--- config.mk ---
export PLATFORM = sky130hd
export DESIGN_NAME = piso_shift_reg_param
export DESIGN_NICKNAME = d
export VERILOG_FILES = /design/src/rtl/piso_shift_reg_param.sv
export SDC_FILE = /design/constraint.sdc
export NUM_CORES = 1
export LEC_CHECK = 0
export CORE_ASPECT_RATIO = 1.25
export CORE_MARGIN = 8
export CORE_UTILIZATION = 40
export DETAILED_ROUTE_END_ITERATION = 10
export GPL_TIMING_DRIVEN = 1
export HOLD_SLACK_MARGIN = 0.08
export PLACE_DENSITY = 0.68
export SLEW_MARGIN = 25
export SYNTH_ARGS = -nofsm -noshare
export SYNTH_HDL_FRONTEND = slang
export SYNTH_SLANG_ARGS = --single-unit
export TNS_END_PERCENT = 20
--- constraint.sdc ---
create_clock -name clk -period 1.7 [get_ports clk]
set_input_delay 0.17 -clock clk [delete_from_list [all_inputs] [get_ports clk]]
set_output_delay 0.17 -clock clk [all_outputs]
set_load 0.02 [all_outputs]
--- src/rtl/piso_shift_reg_param.sv ---
// Parametrised parallel-in/serial-out shift register with valid/ready load and shift tick.
// Define PISO_PARITY_EN to append an even-parity bit after the data bits of every word.
module piso_shift_reg_param #(
   parameter int WIDTH      = 8,
   parameter bit MSB_FIRST  = 1'b1,
   parameter bit IDLE_LEVEL = 1'b0
) (
   input  logic             clk,
   input  logic             rst,
   input  logic [WIDTH-1:0] p,
   input  logic             load_valid,
   output logic             load_ready,
   input  logic             shift_en,
   output logic             serial_out,
   output logic             serial_valid,
   output logic             busy,
   output logic             done
);

   localparam int CW = (WIDTH > 1) ? $clog2(WIDTH) : 1;
   localparam logic [CW-1:0] LAST = CW'(WIDTH - 1);

`ifdef PISO_PARITY_EN
   typedef enum logic [1:0] {IDLE, SHIFT, PARITY} state_t;
`else
   typedef enum logic {IDLE, SHIFT} state_t;
`endif

   state_t           state, state_next;
   logic [WIDTH-1:0] shreg, shreg_next, shreg_shifted;
   logic [CW-1:0]    count, count_next;
   logic             done_next;
   logic             head_bit;
`ifdef PISO_PARITY_EN
   logic             parity, parity_next;
`endif

   // The bit on the wire always comes from the register end nearest the output.
   assign head_bit      = MSB_FIRST ? shreg[WIDTH-1] : shreg[0];
   assign shreg_shifted = MSB_FIRST ? {shreg[WIDTH-2:0], 1'b0} : {1'b0, shreg[WIDTH-1:1]};

   always_ff @(posedge clk) begin
      if (!rst) begin
         state <= IDLE;
         shreg <= '0;
         count <= '0;
         done  <= 1'b0;
`ifdef PISO_PARITY_EN
         parity <= 1'b0;
`endif
      end else begin
         state <= state_next;
         shreg <= shreg_next;
         count <= count_next;
         done  <= done_next;
`ifdef PISO_PARITY_EN
         parity <= parity_next;
`endif
      end
   end

   always_comb begin
      state_next   = state;
      shreg_next   = shreg;
      count_next   = count;
      done_next    = 1'b0;
`ifdef PISO_PARITY_EN
      parity_next  = parity;
`endif
      load_ready   = 1'b0;
      busy         = 1'b0;
      serial_valid = 1'b0;
      serial_out   = IDLE_LEVEL;

      case (state)
         IDLE: begin
            load_ready = 1'b1;
            if (load_valid) begin
               shreg_next = p;
               count_next = '0;
`ifdef PISO_PARITY_EN
               parity_next = ^p;
`endif
               state_next = SHIFT;
            end
         end
         SHIFT: begin
            busy         = 1'b1;
            serial_valid = 1'b1;
            serial_out   = head_bit;
            if (shift_en) begin
               if (count == LAST) begin
`ifdef PISO_PARITY_EN
                  state_next = PARITY;
`else
                  state_next = IDLE;
                  done_next  = 1'b1;
`endif
               end else begin
                  shreg_next = shreg_shifted;
                  count_next = count + CW'(1);
               end
            end
         end
`ifdef PISO_PARITY_EN
         PARITY: begin
            busy         = 1'b1;
            serial_valid = 1'b1;
            serial_out   = parity;
            if (shift_en) begin
               state_next = IDLE;
               done_next  = 1'b1;
            end
         end
`endif
         default: state_next = IDLE;
      endcase
   end

endmodule
# [Word-level counts from Yosys, hierarchy flattened]
# Index checks and enable logic that the tools add are counted.
[word_totals] register_bits=13 latch_bits=0 ramBits=0 romBits=0 input_bits=12 output_inout_bits=5 elab_cells=28 mem_count=0
[op_classes] n_addsub=1 n_mul=0 div_mod_pow=0 magnitude_cmp=0 n_eq_ne=4 n_shift=0 muxes=16 bitwise_logic=1 n_reduce_logical=2
[ops] op="2-to-1 mux 8 bit" n=3
[ops] op="one-hot mux 8 bit (2 select lines)" n=1
[ops] op="2-to-1 mux 3 bit" n=3
[ops] op="2-to-1 mux 1 bit" n=7
[ops] op="inequality test 2 bit (second input constant)" n=3
[ops] op="one-hot mux 3 bit (2 select lines)" n=1
[ops] op="AND reduction 3 bit" n=2
[ops] op="adder 3 x 1 -> 3 bit (second input constant)" n=1
[ops] op="equality test 3 bit (second input constant)" n=1
[ops] op="one-hot mux 1 bit (2 select lines)" n=1
[ops] op="NOT 1 bit" n=1

# [Longest topological paths before layout]
[logic_depth] word_depth=4 depth_mapped=6 depth_no_buf=5

# [Least setup slack after synthesis]
# No wires, ideal clock.
[synth_path] path_kind="flip-flop to flip-flop" from="register count[0]" to="register shreg[1]" setup_time_ns=0.121 arrival_time_ns=1.203 t_required_ns=1.579 path_slack_ns=0.376 path_stages_with_launch=7 path_buffers=1 period_less_slack_ns=1.324 cell_sequence="dfxtp_1 > ha_1 > ha_1 > nor2b_1 > buf_6 > mux2i_1 > a21oi_1"
[synth_via] elab_chain_len=3
[synth_lines] item="from (decl)" line_no="31" text="logic [CW-1:0] count, count_next;"
[synth_lines] item="from (signal assigned)" line_no="54" text="count <= count_next;"
[synth_lines] item="equality test 3 bit" line_no="92" text="if (count == LAST) begin"
[synth_lines] item="inequality test 2 bit (no line)"
[synth_lines] item="AND reduction 3 bit (no line)"
[synth_lines] item="to (signal assigned)" line_no="53" text="shreg <= shreg_next;"
[synth_lines] item="to (decl)" line_no="30" text="logic [WIDTH-1:0] shreg, shreg_next, shreg_shifted;"
# Every way passes these cells.
# A chain may end at the register's enable or synchronous reset.

# [Final worst setup path]
[layout_path] from="register state" to="output port serial_out"
[layout_via] elab_chain_len=1
[layout_lines] item="from (decl)" line_no="29" text="state_t state, state_next;"
[layout_lines] item="from (signal assigned)" line_no="52" text="state <= state_next;"
[layout_lines] item="2-to-1 mux 1 bit" line_no="75" text="case (state)"
[layout_lines] item="to (decl)" line_no="14" text="output logic serial_out,"
# Every way passes these cells.

==> load_flow_metrics.sql <==
INSERT INTO impl_metrics (metric_group, metric, value, unit) VALUES
('outcome', 'status', 'complete, no violations', ''),
('global_routing', 'number_of_global_route_vias_before_repair', '532', ''),
('global_routing', 'grt_max_degree', '19', ''),
('clocking', 'cts-buffers-inserted', '3', ''),
('power_and_ir_drop', 'max-vdd-ir-drop', '0.468', 'mV'),
('routing', 'wl_per_cell', '12.2', 'µm'),
('die', 'fp.dieArea', '3210', 'µm²'),
('final_layout', 'antenna_cells_inserted', '0', ''),
('power_and_ir_drop', 'share_clk_of_total_power', '0.279', ''),
('placed_design', 'routability_congestion', '0.647', ''),
('timing', 'worst_case_headroom_to_the_max_slew_limit', '0.734', ''),
('die', 'dieWidth', '52.3', 'µm'),
('critical_path', 'path_max_fanout', '6', ''),
('global_routing', 'antenna_found_initial', '0', ''),
('timing', 'drv_slew', '0', ''),
('clocking', 'tritoncts', 'done', ''),
('synthesis', 'synth_edf_count', '0', ''),
('flow_run', 'drv.max_cap_violation_count', '0', ''),
('synthesis', 'synth_fp_nets', '83', ''),
('clocking', 'clock_tree.buffer_depth', '2', ''),
('power_and_ir_drop', 'sequentialPowerShare', '0.518', ''),
('timing', 'finalHoldViolCount', '0', ''),
('die', 'die-height', '61.4', 'µm'),
('critical_path', 'critical_path_required', '1.53', 'ns'),
('synthesis', 'netlist_instances', '69', ''),
('clocking', 'clock_latency', '0.26', 'ns'),
('routing', 'detail_route.first_pass.iterations', '4', ''),
('critical_path', 'worstPathArrival', '1.45', 'ns'),
('clocking', 'cts.htree.levels', '1', ''),
('synthesis', 'async_flop_share', '0', ''),
('final_layout', 'number_of_nets_in_the_layout', '101', ''),
('clocking', 'post_cts_buffers', '0', ''),
('routing', 'route.antenna.remaining_nets', '0', ''),
('timing', 'grt_setup_unrepaired', 'false', ''),
('critical_path', 'timing_worst_setup_path_type', 'flip-flop to primary output', ''),
('routing', 'm1WireLength', '596', 'µm'),
('timing', 'timing.clock.skew', '0.00482', 'ns'),
('routing', 'highest_layer', 'met4', ''),
('clocking', 'ctsHoldBuffers', '0', ''),
('power_and_ir_drop', 'leakagePower', '0.348', 'nW'),
('timing', 'final_period_minus_worst_setup_slack', '1.62', 'ns'),
('synthesis', 'ys_warn_count', '0', ''),
('routing', 'post_drt_via_cell_ratio', '5.26', ''),
('routing', 'dr_wl_met3', '93', 'µm'),
('power_and_ir_drop', 'share_comb_of_total_power', '0.202', ''),
('clocking', 'clk_transition_reported_paths', '0.08', 'ns'),
('timing', 'setup_total_negative_slack', '0', 'ns'),
('routing', 'wl_met2', '567', 'µm'),
('timing', 'setup_viol', '0', ''),
('die', 'ios', '17', ''),
('clocking', 'clock-sinks', '13', ''),
('clocking', 'post_cts.resized_instances', '0', ''),
('synthesis', 'yosysSeqAreaShare', '0.395', ''),
('power_and_ir_drop', 'power_switching', '0.163', 'mW'),
('synthesis', 'synth-seq-cells', '13', ''),
('placed_design', 'portBuffers', '16', ''),
('critical_path', 'startpoint_type', 'flip-flop', ''),
('hold_path', 'min-delay-path-class', 'flip-flop to flip-flop', ''),
('final_layout', 'area_growth', '29.4', '%'),
('synthesis', 'synth_flop_cell', 'sky130_fd_sc_hd__dfxtp_1', ''),
('routing', 'drt_drc_violations_left', '0', ''),
('routing', 'number_of_design_rule_violations_left_by_the_first_detailed_router_iteration', '10', ''),
('die', 'floorplan.initialDensity', '0.422', ''),
('timing', 'min_period_over_period', '0.952', ''),
('synthesis', 'mappedNetlistArea', '659', 'µm²'),
('clocking', 'clk_root_buffer_cell', 'sky130_fd_sc_hd__clkbuf_4', ''),
('routing', 'totalWireLength', '1.27', 'mm'),
('global_routing', 'groute.usage.overall', '0.0867', ''),
('placed_design', 'dpl.hpwl', '988', 'µm'),
('critical_path', 'critical_path.endpoint_type', 'primary output', ''),
('die', 'num_rows', '16', ''),
('final_layout', 'layout-drive-gt1-share', '0.174', ''),
('power_and_ir_drop', 'power.total', '0.654', 'mW'),
('routing', 'num_vias', '547', ''),
('synthesis', 'yosys.cell_types.count', '22', ''),
('timing', 'maxClockFrequency', '618', 'MHz'),
('power_and_ir_drop', 'power.internal', '0.491', 'mW'),
('power_and_ir_drop', 'power_per_cell_area', '767', 'nW/µm²'),
('global_routing', 'grt_overflow_total', '0', ''),
('global_routing', 'grt_first_pass_wirelength', '2.19', 'mm'),
('power_and_ir_drop', 'swShare', '0.250', ''),
('synthesis', 'syn_area_per_cell', '9.56', 'µm²'),
('timing', 'timing_worst_slew_pin_value', '0.397', 'ns'),
('die', 'core_region_area', '1560', 'µm²');
logic make-up (layout without fill, tap and decap cells):
| kind of cell | Yosys count | after routing | synth area share |
|---|---|---|---|
| multiplexers | 15 | 15 | 0.249 |
| flip-flops | 13 | 13 | 0.395 |
| buffers and inverters | 7 | 24 | 0.0626 |
| AO/OA/AOI/OAI | 20 | 20 | 0.165 |
| AND/OR/NAND/NOR | 12 | 12 | 0.0911 |
| adder cells (fa/ha/maj) | 2 | 2 | 0.0379 |
power by group through the flow:
stage               clock [mW]  sequential, mW  combinational, mW
finish                   0.183           0.339              0.132
global placement             0           0.346              0.132
CTS                      0.195           0.339              0.134
floorplan                    0           0.344             0.0852
detailed placement           0           0.346              0.133
global route             0.206           0.341              0.147
final timing paths:
path / startpoint / endpoint / slack, ns / depth (start not counted)
worst min register to register: shreg[0] / shreg[0] / 0.46 / 2
worst max register to register: count[0] / shreg[5] / 0.23 / 6
worst min-delay path: shreg[0] / shreg[0] / 0.46 / 2
worst max-delay path: state / serial_out / 0.08 / 2
routing by layer:
layer  vias up  global-route usage
li1        282                   -
met1       245               0.109
met2        18               0.129
met3         2              0.0338
met4         0              0.0333
met5         -                   0
cells in the final DEF (no fill, tap or decap), types with 2 or more instances in the layout:
master                             n
sky130_fd_sc_hd__a21oi_1           7
sky130_fd_sc_hd__buf_4             3
sky130_fd_sc_hd__clkbuf_4          3
sky130_fd_sc_hd__clkdlybuf4s50_1  16
sky130_fd_sc_hd__dfxtp_1          13
sky130_fd_sc_hd__ha_1              2
sky130_fd_sc_hd__mux2_2            7
sky130_fd_sc_hd__mux2i_1           7
sky130_fd_sc_hd__nand2_1           7
sky130_fd_sc_hd__o21ai_1           7
sky130_fd_sc_hd__o22ai_1           3
area by class of cell:
type | instances | area (µm²)
Fill cell | 166 | 708
Multi-Input combinational cell | 49 | 358
Sequential cell | 13 | 260
Timing Repair Buffer | 19 | 183
Clock buffer | 4 | 26.3
Tap cell | 18 | 22.5
Inverter | 1 | 3.75
registers in the layout, summed over array words and instances (netlist names):
signal  count
shreg       8
count       3
done        1
state       1
Yosys cell counts (2+ instances only):
| cell type | number | area [µm²] |
|---|---|---|
| sky130_fd_sc_hd__mux2i_1 | 7 | 70.1 |
| sky130_fd_sc_hd__mux2_2 | 7 | 78.8 |
| sky130_fd_sc_hd__o21ai_1 | 7 | 35.0 |
| sky130_fd_sc_hd__a21oi_1 | 7 | 35.0 |
| sky130_fd_sc_hd__dfxtp_1 | 13 | 260 |
| sky130_fd_sc_hd__buf_2 | 3 | 15.0 |
| sky130_fd_sc_hd__ha_1 | 2 | 25.0 |
| sky130_fd_sc_hd__o22ai_1 | 3 | 18.8 |
| sky130_fd_sc_hd__nand2_1 | 7 | 26.3 |
stage by stage:
step                utilization  instance area [µm²]  instances  hold slack [ns]  worst slack (ns)
floorplan                     -                  659         69            0.277             0.376
global placement          0.530                  827        100            0.456             0.158
detailed placement        0.530                  827        100            0.453             0.140
CTS                       0.546                  853        104            0.470            0.0525
global route              0.546                  853        104            0.504         0.0000507
finish                    0.546                  853        104            0.465            0.0815
worst max-delay path, cell delays in order (launching register included):
cell                              delay [ns]
sky130_fd_sc_hd__dfxtp_1                0.43
sky130_fd_sc_hd__and2_1                 0.15
sky130_fd_sc_hd__clkdlybuf4s50_1        0.60
Note: power is estimated with default switching activity, not from simulation.
